[config.mk]
export PLATFORM = sky130hd
export DESIGN_NAME = pc_stack_unit_flat
export DESIGN_NICKNAME = d
export VERILOG_FILES = /design/src/rtl/cpu_pkg.sv /design/src/rtl/pc_stack_unit_if.sv /design/src/rtl/pc_stack_unit_return_stack.sv /design/src/rtl/pc_stack_unit.sv /design/src/flat_wrapper.sv
export SDC_FILE = /design/constraint.sdc
export NUM_CORES = 1
export LEC_CHECK = 0
export CAP_MARGIN = 10
export CORE_MARGIN = 3
export CORE_UTILIZATION = 45
export DETAILED_ROUTE_END_ITERATION = 12
export PLACE_DENSITY = 0.73
export RECOVER_POWER = 50
export SLEW_MARGIN = 15
export SYNTH_ARGS = -nofsm -noshare
export SYNTH_HDL_FRONTEND = slang
export SYNTH_HIERARCHICAL = 1
export SYNTH_SLANG_ARGS = --single-unit
[constraint.sdc]
create_clock -name clk -period 3.7 [get_ports clk]
set_input_delay 0.74 -clock clk [delete_from_list [all_inputs] [get_ports clk]]
set_output_delay 0.74 -clock clk [all_outputs]
set_load 0.02 [all_outputs]
[src/rtl/cpu_pkg.sv]
// Shared core definitions: PC command priority encoding and default address width.
// Used by the PC unit and by the controller that drives it.
package cpu_pkg;

  localparam int unsigned DEFAULT_ADDR_WIDTH = 8;

  typedef enum logic [2:0] {
    PC_CMD_NONE,
    PC_CMD_INC,
    PC_CMD_BRANCH,
    PC_CMD_LOAD,
    PC_CMD_CALL,
    PC_CMD_RET,
    PC_CMD_RST
  } pc_cmd_e;

  // Fixed priority: reset > ret > call > load > branch > increment.
  function automatic pc_cmd_e pc_cmd_decode(input logic rst, input logic ret,
                                            input logic call, input logic load,
                                            input logic branch, input logic inc);
    pc_cmd_e cmd;
    cmd = PC_CMD_NONE;
    if (rst)         cmd = PC_CMD_RST;
    else if (ret)    cmd = PC_CMD_RET;
    else if (call)   cmd = PC_CMD_CALL;
    else if (load)   cmd = PC_CMD_LOAD;
    else if (branch) cmd = PC_CMD_BRANCH;
    else if (inc)    cmd = PC_CMD_INC;
    return cmd;
  endfunction

endpackage

[src/rtl/pc_stack_unit_if.sv]
// PC bus between the controller (master) and the program-counter unit (slave).
interface pc_stack_unit_if #(
  parameter int unsigned ADDR_WIDTH  = 8,
  parameter int unsigned STACK_DEPTH = 4
) ();

  logic                             reset;
  logic                             ret;
  logic                             call;
  logic                             load;
  logic                             branch;
  logic                             increment;
  logic [ADDR_WIDTH-1:0]            load_data;
  logic [ADDR_WIDTH-1:0]            offset;
  logic [ADDR_WIDTH-1:0]            counter;
  logic [$clog2(STACK_DEPTH+1)-1:0] stack_level;
  logic                             out_of_range;
  logic                             stack_overflow;
  logic                             stack_underflow;

  modport master (
    output reset, ret, call, load, branch, increment, load_data, offset,
    input  counter, stack_level, out_of_range, stack_overflow, stack_underflow
  );

  modport slave (
    input  reset, ret, call, load, branch, increment, load_data, offset,
    output counter, stack_level, out_of_range, stack_overflow, stack_underflow
  );

endinterface

[src/rtl/pc_stack_unit_return_stack.sv]
// Return-address LIFO: DEPTH entries of WIDTH bits, level-tracked, sync active-low reset.
module return_stack #(
  parameter int unsigned DEPTH = 4,
  parameter int unsigned WIDTH = 8
) (
  input  logic                       clk,
  input  logic                       s_reset_n,
  input  logic                       push,
  input  logic                       pop,
  input  logic [WIDTH-1:0]           push_data,
  output logic [WIDTH-1:0]           top_data,
  output logic                       full,
  output logic                       empty,
  output logic [$clog2(DEPTH+1)-1:0] level
);

  localparam int unsigned LW = $clog2(DEPTH + 1);
  localparam int unsigned IW = (DEPTH > 1) ? $clog2(DEPTH) : 1;

  logic [WIDTH-1:0] mem [DEPTH];

  assign full     = (level == LW'(DEPTH));
  assign empty    = (level == '0);
  assign top_data = mem[IW'(level - 1'b1)];

  always_ff @(posedge clk) begin
    if (!s_reset_n) begin
      level <= '0;
    end else if (push && !full) begin
      level <= level + 1'b1;
    end else if (pop && !empty) begin
      level <= level - 1'b1;
    end
  end

  // Contents are don't-care after reset, so storage carries no reset.
  always_ff @(posedge clk) begin
    if (s_reset_n && push && !full) begin
      mem[IW'(level)] <= push_data;
    end
  end

endmodule

[src/rtl/pc_stack_unit.sv]
// Program-counter unit: absolute load, signed relative branch, call/return via a
// hardware return stack, with sticky range/overflow/underflow flags.
module pc_stack_unit
  import cpu_pkg::*;
#(
  parameter int unsigned ADDR_WIDTH  = DEFAULT_ADDR_WIDTH,
  parameter int unsigned STACK_DEPTH = 4,
  parameter int unsigned PC_LIMIT    = 2**ADDR_WIDTH - 1
) (
  input logic            clk,
  input logic            s_reset_n,
  pc_stack_unit_if.slave bus
);

  localparam int unsigned XW = ADDR_WIDTH + 2;
  localparam logic [XW-1:0] LIMIT_X = XW'(PC_LIMIT);

  pc_cmd_e               cmd;
  logic [ADDR_WIDTH-1:0] counter_q;
  logic                  oor_q;
  logic                  ovf_q;
  logic                  udf_q;

  logic [XW-1:0]         cnt_ext;
  logic [XW-1:0]         ld_ext;
  logic [XW-1:0]         br_target;
  logic                  at_limit;
  logic                  ld_bad;
  logic                  br_bad;

  logic                  st_push;
  logic                  st_pop;
  logic                  st_rst_n;
  logic [ADDR_WIDTH-1:0] st_top;
  logic                  st_full;
  logic                  st_empty;
  logic [$clog2(STACK_DEPTH+1)-1:0] st_level;

  assign cmd = pc_cmd_decode(bus.reset, bus.ret, bus.call, bus.load,
                             bus.branch, bus.increment);

  // Range checks are done two bits wider so neither overflow nor a negative
  // branch target can wrap back into the legal window.
  always_comb begin
    cnt_ext   = {2'b00, counter_q};
    ld_ext    = {2'b00, bus.load_data};
    br_target = cnt_ext + {{2{bus.offset[ADDR_WIDTH-1]}}, bus.offset};
    at_limit  = (cnt_ext >= LIMIT_X);
    ld_bad    = (ld_ext > LIMIT_X);
    br_bad    = (br_target > LIMIT_X);
  end

  assign st_rst_n = s_reset_n && (cmd != PC_CMD_RST);
  assign st_push  = s_reset_n && (cmd == PC_CMD_CALL) && !st_full && !at_limit && !ld_bad;
  assign st_pop   = s_reset_n && (cmd == PC_CMD_RET) && !st_empty;

  return_stack #(
    .DEPTH (STACK_DEPTH),
    .WIDTH (ADDR_WIDTH)
  ) u_return_stack (
    .clk       (clk),
    .s_reset_n (st_rst_n),
    .push      (st_push),
    .pop       (st_pop),
    .push_data (counter_q + 1'b1),
    .top_data  (st_top),
    .full      (st_full),
    .empty     (st_empty),
    .level     (st_level)
  );

  always_ff @(posedge clk) begin
    if (!s_reset_n || cmd == PC_CMD_RST) begin
      counter_q <= '0;
      oor_q     <= 1'b0;
      ovf_q     <= 1'b0;
      udf_q     <= 1'b0;
    end else begin
      case (cmd)
        PC_CMD_RET: begin
          if (st_empty) udf_q     <= 1'b1;
          else          counter_q <= st_top;
        end
        PC_CMD_CALL: begin
          if (st_full)                 ovf_q     <= 1'b1;
          else if (at_limit || ld_bad) oor_q     <= 1'b1;
          else                         counter_q <= bus.load_data;
        end
        PC_CMD_LOAD: begin
          if (ld_bad) oor_q     <= 1'b1;
          else        counter_q <= bus.load_data;
        end
        PC_CMD_BRANCH: begin
          if (br_bad) oor_q     <= 1'b1;
          else        counter_q <= br_target[ADDR_WIDTH-1:0];
        end
        PC_CMD_INC: begin
          if (at_limit) oor_q     <= 1'b1;
          else          counter_q <= counter_q + 1'b1;
        end
        default: ;
      endcase
    end
  end

  assign bus.counter         = counter_q;
  assign bus.stack_level     = st_level;
  assign bus.out_of_range    = oor_q;
  assign bus.stack_overflow  = ovf_q;
  assign bus.stack_underflow = udf_q;

endmodule

[src/flat_wrapper.sv]
// flat-port wrapper written by rule: the top's interface ports become plain ports
module pc_stack_unit_flat import cpu_pkg::*;
#(
  parameter int unsigned ADDR_WIDTH  = DEFAULT_ADDR_WIDTH,
  parameter int unsigned STACK_DEPTH = 4,
  parameter int unsigned PC_LIMIT    = 2**ADDR_WIDTH - 1
)
  (clk, s_reset_n, bus_reset, bus_ret, bus_call, bus_load, bus_branch, bus_increment, bus_load_data, bus_offset, bus_counter, bus_stack_level, bus_out_of_range, bus_stack_overflow, bus_stack_underflow);
  pc_stack_unit_if #(.ADDR_WIDTH(ADDR_WIDTH), .STACK_DEPTH(STACK_DEPTH)) bus_i ();
  input logic clk;
  input logic s_reset_n;
  input wire logic [$bits(bus_i.reset)-1:0] bus_reset;
  input wire logic [$bits(bus_i.ret)-1:0] bus_ret;
  input wire logic [$bits(bus_i.call)-1:0] bus_call;
  input wire logic [$bits(bus_i.load)-1:0] bus_load;
  input wire logic [$bits(bus_i.branch)-1:0] bus_branch;
  input wire logic [$bits(bus_i.increment)-1:0] bus_increment;
  input wire logic [$bits(bus_i.load_data)-1:0] bus_load_data;
  input wire logic [$bits(bus_i.offset)-1:0] bus_offset;
  output wire logic [$bits(bus_i.counter)-1:0] bus_counter;
  output wire logic [$bits(bus_i.stack_level)-1:0] bus_stack_level;
  output wire logic [$bits(bus_i.out_of_range)-1:0] bus_out_of_range;
  output wire logic [$bits(bus_i.stack_overflow)-1:0] bus_stack_overflow;
  output wire logic [$bits(bus_i.stack_underflow)-1:0] bus_stack_underflow;
  assign bus_i.reset = bus_reset;
  assign bus_i.ret = bus_ret;
  assign bus_i.call = bus_call;
  assign bus_i.load = bus_load;
  assign bus_i.branch = bus_branch;
  assign bus_i.increment = bus_increment;
  assign bus_i.load_data = bus_load_data;
  assign bus_i.offset = bus_offset;
  assign bus_counter = bus_i.counter;
  assign bus_stack_level = bus_i.stack_level;
  assign bus_out_of_range = bus_i.out_of_range;
  assign bus_stack_overflow = bus_i.stack_overflow;
  assign bus_stack_underflow = bus_i.stack_underflow;
  pc_stack_unit #(.ADDR_WIDTH(ADDR_WIDTH), .STACK_DEPTH(STACK_DEPTH), .PC_LIMIT(PC_LIMIT)) u_core (.clk(clk), .s_reset_n(s_reset_n), .bus(bus_i));
endmodule
==> results of run 1 <==
-- registers in the layout (all words and copies together), names as in the netlist --
| name | count |
|---|---|
| u_core/bus.counter | 8 |
| u_core/bus.out_of_range | 1 |
| u_core/bus.stack_overflow | 1 |
| u_core/bus.stack_underflow | 1 |
| u_core/u_return_stack/level | 3 |
| u_core/u_return_stack/mem | 32 |
-- per-layer routing --
| layer | vias up | part of all wire [%] |
|---|---|---|
| met1 | 1011 | 45 |
| met2 | 75 | 48 |
| met3 | 6 | 5.9 |
| met4 | 0 | 0.90 |
| met5 | - | 0 |
| li1 | 959 | - |
-- worst paths after layout --
path / from / endpoint
worst min register to register: u_core/bus.stack_underflow / u_core/bus.stack_underflow
worst min-delay path: u_core/bus.stack_underflow / u_core/bus.stack_underflow
worst max register to register: u_core/bus.counter[0] / u_core/bus.counter[7]
worst max-delay path: bus_offset[0] / u_core/bus.counter[7]
-- power groups by stage --
stage	Clock, mW	Combinational [mW]	Sequential, mW
2_1_floorplan	0	0.0702	0.571
3_3_place_gp	0	0.125	0.569
3_5_place_dp	0	0.128	0.569
4_1_cts	0.317	0.128	0.557
5_1_grt	0.338	0.137	0.558
6_report	0.304	0.127	0.557
-- cells in the final DEF (no fill, tap or decap), drive strengths merged, types with 3 or more instances in the layout --
master,count
nand4,3
and3,7
a31oi,4
dfxtp,14
o21ai,7
xnor2,7
nand3b,3
nor3,4
clkdlybuf4s50,24
inv,14
edfxtp,32
ha,16
xor2,4
a22oi,3
a221oi,5
mux4,8
and2,3
a21oi,11
clkbuf,6
nand2b,5
or3,3
nor2,9
clkinv,3
nand3,5
nand2,9
dlygate4sd3,13
o211ai,3
a211oi,4
-- through the flow --
step | hold slack (ns) | total power [mW] | area [sq um] | util [%]
2_1_floorplan | 0.5701 | 0.6415 | 2706 | -
3_3_place_gp | 0.4622 | 0.6934 | 3131 | 55.16
3_5_place_dp | 0.4627 | 0.6962 | 3131 | 55.16
4_1_cts | 0.4923 | 1.002 | 3221 | 56.75
5_1_grt | 0.5241 | 1.033 | 3217 | 56.68
6_report | 0.4787 | 0.9877 | 3217 | 56.68
-- critical path, cell delays in order --
cell and delay, ns:
clkdlybuf4s50_1 0.46, ha_1 0.17, inv_1 0.06, fa_1 0.38, nand2b_1 0.27, a21oi_1 0.17
nor2b_1 0.09, a221oi_2 0.32, o311a_4 0.31, inv_1 0.10, o31ai_1 0.24
-- final cells by class --
type	instances	area [sq um]	area share, %
clock buffer	5	68.82	2.139
clock inverter	3	21.27	0.6612
inverter	15	56.30	1.750
multi-input combinational	156	1350	41.97
sequential	46	1241	38.58
tap	72	90.09	2.800
timing repair buffer	40	389.1	12.10
-- cells by family (layout without fill, tap and decap cells) --
group | count (synthesis) | count (layout)
xor+xnor | 11 | 11
compound gates | 60 | 60
simple gates | 60 | 60
mux | 8 | 8
buf+inv | 23 | 63
flops | 46 | 46
fa+ha+maj | 17 | 17
==> metrics.md, run 1 <==
| Metric | Value |
|---|---|
| Status | complete, no violations |
| Antenna violations before repair | 0 |
| Die height | 83.55 um |
| Initial DRC count | 114 |
| Cell area after synthesis | 2706 sq um |
| Post-DP HPWL | 4.802 mm |
| RSZ-0062 raised after global routing | no |
| Pleak | 1.134 nW |
| Type of destination of the critical path | flop |
| XOR/XNOR share of the synthesized area | 3.560% |
| CORE AREA | 5675 sq um |
| # Post-CTS Setup Buffers | 0 |
| Pwr per Cell Area | 307.0 nW/um^2 |
| Via Count | 2051 |
| Max FO, Critical Path | 15 |
| Post-synth top area share | 35.51% |
| CTS Hold Bufs | 0 |
| Main synth FF type | edfxtp_1 |
| Synth unique cells | 62 |
| Worst Tran Pin Value | 0.5041 ns |
| Final hold viol count | 0 |
| Nets | 305 |
| CTS Sinks | 46 |
| Setup TNS | 0 ns |
| Mapped Nets | 266 |
| Worst vdd ir | 0.0001663 V |
| Clock share of power | 30.8% |
| Req. time, crit path | 3.90 ns |
| Num rows | 27 |
| Post-synth EDFFs | 32 |
| Final setup viols | 0 |
| First-pass GRT wire length | 10.42 mm |
| Seq pwr share | 56.3% |
| Die Width | 83.55 um |
| Seq cells post-synth | 46 |
| Final setup margin | 0.5958 ns |
| CP Class | in -> reg |
| Mapped Cells | 225 |
| Via density | 6.086 |
| Worst-Skew Late Latency | 0.29 ns |
| Hold crit path type | reg -> reg |
| Multiplexer area fraction after synthesis | 6.657% |
| Most instantiated cells after synthesis | 32 x edfxtp_1, 16 x ha_1, 14 x dfxtp_1, 14 x inv_1, 11 x a21oi_1 |
| Pint | 0.7430 mW |
| Compound-Gate Fraction of Synth Area | 18.22% |
| Grt ovf | 0 |
| Final Max Tran Viols | 0 |
| Diodes inserted | 0 |
| CTS clk-pin slew, worst paths | 0.08 ns |
| DRC Markers | 0 |
| Place WS | 0.3235 ns |
| Die area | 6981 sq um |
| Sw Ratio | 24.78% |
| Met1 usage | 25.45% |
| Slew margin rel. | 66.14% |
| Crit path DAT | 3.31 ns |
| Syn avg cell area | 12.03 sq um |
| Vias in the first global route | 2057 |
| Clock root buffer master | clkbuf_8 |
| Most frequent cell after synthesis | edfxtp_1 |
| Port Buffers | 37 |
| Main combinational cell family by area after synthesis | compound AO/OA/AOI/OAI gates |
| R2R cell count | 10 |
| Post-synthesis simple-gate area fraction | 13.31% |
| Antenna viol nets, final | 0 |
| Cell Count, Final, Fillers Out | 337 |
| FILL cells | 492 |
| Area contributors post-synth | edfxtp_1 36%, dfxtp_1 10%, ha_1 7.4% |
| R2R Setup Slk | 0.96 ns |
| Part of the cycle the worst path needs | 83.90% |
| Pre-Repair DR Iteration Count | 4 |
| Fmax | 0.3221 GHz |
| Num CTS Buffers | 5 |
| Global-route met3 utilization | 3.850% |
| CTS Buffer Depth | 2 |
| Post-CTS resize count | 0 |
| Placer Congestion | 0.8326 |
| CTS tree | yes |
| Synth Warn # | 6 |
| GR peak layer | met2 |
| GRT Overall Usage | 18.50% |
| Initial Util | 47.69% |
| Hold path depth | 2 |
| H-tree Lvls | 2 |
| WL per Instance | 18.73 um |
| Area leader, netlist | edfxtp_1 |
| Layout cells sized above 1 | 13.58% |
| Drt total wl | 6.312 mm |
| Combinational Power Share | 12.9% |
| # IOs | 38 |
| Layout area overhead | 18.86% |
| M2 GR Usage | 30.25% |
| Placed insts | 329 |
| Adder and majority cell fraction of the synthesized area | 8.137% |
| Clk_skew | 0.003252 ns |
| Ys async rst share | 0% |
| Proportion of synthesized chip area in sequential cells | 45.86% |
| Max-cap violations | 0 |
| Net Switching | 0.2447 mW |
| Largest net degree at the start of global routing | 16 |
| Crit start category | primary input |
| Tmin final | 3.104 ns |
Note: power is estimated with default switching activity, not from simulation.
==> run 2: changes to the inputs <==
--- a/config.mk
+++ b/config.mk
@@ -9,7 +9,7 @@
 export CORE_MARGIN = 3
 export CORE_UTILIZATION = 45
 export DETAILED_ROUTE_END_ITERATION = 12
-export PLACE_DENSITY = 0.73
+export PLACE_DENSITY = 0.75
 export RECOVER_POWER = 50
 export SLEW_MARGIN = 15
 export SYNTH_ARGS = -nofsm -noshare
==> constraint.sdc (replaced) <==
create_clock -name clk -period 2.55 [get_ports clk]
set_input_delay 0.51 -clock clk [delete_from_list [all_inputs] [get_ports clk]]
set_output_delay 0.51 -clock clk [all_outputs]
set_load 0.02 [all_outputs]
==> run 2 against run 1 <==
Net effect:
- total power up 51%
- clock power increased by 50%
- largest power group unchanged
- sequential share of layout area fell by 3.4 points
- sequential power up 45%
- flip-flop and latch count stayed put
- final area increased by 9.5%
- die area unchanged
- wire length grew 6.6%
- combinational power rose by 80%
- final cell count grew 9.5%
==> metrics.md, run 2 (synthesis results as in run 1) <==
| Metric | Value |
|---|---|
| Final hold viol count | 0 (unchanged) |
| Core Util, Final | 62.08% (+5.4 points) |
| CTS tree | yes |
| Grt ovf | 0 (unchanged) |
| Clock share of power | 30.6% (-0.2 points) |
| Commonest cells after routing, fill and taps aside | 32 x buf_4, 32 x edfxtp_1, 23 x clkdlybuf4s50_1 |
| Pwr per Cell Area | 423.2 nW/um^2 (+38%) |
| Drt total wl | 6.729 mm (+6.6%) |
| Type of destination of the critical path | flop |
| CORE AREA | 5675 sq um (unchanged) |
| CTS Buffer Depth | 2 (unchanged) |
| Worst Tran Pin Value | 0.5338 ns (+0.02970 ns) |
| GRT Overall Usage | 20.03% (+1.5 points) |
| Initial DRC count | 195 (+71%) |
| Die area | 6981 sq um (unchanged) |
| Slew margin rel. | 64.14% (-2.0 points) |
| Fmax | 0.4103 GHz |
| Combinational Power Share | 15.4% (+2.5 points) |
| Final Max Tran Viols | 0 (unchanged) |
| Placer Congestion | 0.8756 (+5.2%) |
| Pint | 1.111 mW (+49%) |
| Hold_ws | 0.4803 ns (+0.001519 ns) |
| Nets | 337 (+10%) |
| DRC Markers | 0 (unchanged) |
| CP cell instances | clkdlybuf4s50_1 > ha_1 > a21oi_1 > nor2b_2 > a221oi_4 > o311a_4 > a211o_1 > o31ai_1 |
| Die height | 83.55 um (unchanged) |
| Diodes inserted | 0 (unchanged) |
| Largest register FFs | 32 (unchanged) |
| Seq pwr share | 54.0% (-2.3 points) |
| Req. time, crit path | 2.77 ns (-1.13 ns) |
| Antenna viol nets, final | 0 (unchanged) |
| Slowest-stage cell, CP | clkdlybuf4s50_1 |
| Tmin final | 2.437 ns |
| RR Startpoint | u_core/bus.counter[0] |
| R2R Setup Slk | 0.20 ns (-0.76 ns) |
| Final setup viols | 0 (unchanged) |
| Largest net degree at the start of global routing | 17 (+1) |
| CTS Hold Bufs | 0 (unchanged) |
| Antenna violations before repair | 0 (unchanged) |
| Worst Hold Launch | u_core/bus.stack_underflow |
| Top reg by flops | u_core/u_return_stack/mem |
| Crit path from | bus_offset[5] |
| First-pass GRT wire length | 11.18 mm (+7.3%) |
| Layout area overhead | 30.19% |
| Max-cap violations | 0 (unchanged) |
| Die Width | 83.55 um (unchanged) |
| Via Count | 2158 (+5.2%) |
| Sw Ratio | 25.51% (+0.73 points) |
| Part of the cycle the worst path needs | 95.59% |
| Crit start category | primary input |
| H-tree Lvls | 2 (unchanged) |
| RSZ-0062 raised after global routing | no |
| Pleak | 1.337 nW (+18%) |
| Max FO, Critical Path | 6 (-9) |
| Critical path's largest stage delay | 0.43 ns (-0.03 ns) |
| Worst-Skew Late Latency | 0.31 ns (+0.02 ns) |
| Worst vdd ir | 0.0003410 V (+110%) |
| Pre-Repair DR Iteration Count | 4 (unchanged) |
| Num CTS Buffers | 5 (unchanged) |
| Post-DP HPWL | 5.048 mm (+5.1%) |
| CTS clk-pin slew, worst paths | 0.08 ns (about the same) |
| CTS Sinks | 46 (unchanged) |
| Vias in the first global route | 2219 (+7.9%) |
| Layout cells sized above 1 | 25.25% (+12 points) |
| Port Buffers | 37 (unchanged) |
| Net Switching | 0.3803 mW (+55%) |
| Hold crit path type | reg -> reg |
| Via density | 5.848 (-3.9%) |
| Clock root buffer master | clkbuf_8 |
| CP Class | in -> reg |
| Clk_skew | 0.009830 ns (+0.006578 ns) |
| Crit path DAT | 2.65 ns (-0.66 ns) |
| Status | complete, no violations |
| Total Power | 1.491 mW (+51%) |
| Num rows | 27 (unchanged) |
| WL per Instance | 18.24 um (-2.6%) |
| Initial Util | 47.69% (unchanged) |
| # IOs | 38 (unchanged) |
## run 2: worst paths after layout
check,endpoint,depth (start not counted)
worst max-delay path,u_core/bus.counter[7],8
worst min-delay path,u_core/bus.stack_underflow,2
worst max register to register,u_core/bus.counter[3],11
worst min register to register,u_core/bus.stack_underflow,2
## run 2: what timing repair did
item / CTS / global route
endpoints found under the hold margin: 0 / 0
endpoints found under the setup margin: 8 / 8
gates cloned: 1 / 0
gates resized for setup: 8 / 7
pin swaps: 6 / 4
buffers inserted: 2 / 1
## run 2: metal layers
metal / routed length (um) / vias to the layer above / GRT usage, %
met5: 0 / - / 0
met4: 78 / 0 / 3.947
met3: 436 / 9 / 4.146
met2: 3304 / 83 / 33.89
met1: 2910 / 1045 / 26.78
li1: - / 1021 / -
## run 2: per-stage QoR
stage / setup slack (ns) / instances / TNS [ns] / cell area (sq um)
6_report: 0.1125 / 369 / 0 / 3523
5_1_grt: 0.05059 / 369 / 0 / 3523
4_1_cts: 0.02147 / 368 / 0 / 3481
3_5_place_dp: -0.4992 / 357 / -3.893 / 3341
3_3_place_gp: -0.3909 / 357 / -3.207 / 3341
2_1_floorplan: 0.05745 / 225 / 0 / 2706
## run 2: power groups by stage
| stage | Clock [mW] | Combinational (mW) | Sequential, mW |
|---|---|---|---|
| final | 0.457 | 0.229 | 0.805 |
| after CTS | 0.469 | 0.224 | 0.805 |
| after floorplan | 0 | 0.102 | 0.829 |
| after global routing | 0.506 | 0.247 | 0.806 |
| after global placement | 0 | 0.213 | 0.822 |
| after detailed placement | 0 | 0.217 | 0.822 |
## run 2: final cells by class
class / count / area, sq um
Fill cell: 472 / 2152
Multi-Input combinational cell: 157 / 1416
Sequential cell: 46 / 1241
Timing Repair Buffer: 71 / 626.9
Tap cell: 72 / 90.09
Clock buffer: 5 / 68.82
Inverter: 15 / 56.30
Clock inverter: 3 / 23.77
## run 2: critical path, delay by kind of cell
kind | cells | cell delay, ns
compound gates | 5 | 1.09
buf+inv | 1 | 0.43
fa+ha+maj | 1 | 0.36
simple gates | 1 | 0.26
==> run 3: changes to the inputs <==
--- a/config.mk
+++ b/config.mk
@@ -8,6 +8,7 @@
 export CAP_MARGIN = 10
 export CORE_MARGIN = 3
 export CORE_UTILIZATION = 45
+export CTS_CLUSTER_DIAMETER = 200
 export DETAILED_ROUTE_END_ITERATION = 12
 export PLACE_DENSITY = 0.75
 export RECOVER_POWER = 50
==> results of run 3 <==
Final layout, timing and power as in run 2 (identical DEF).
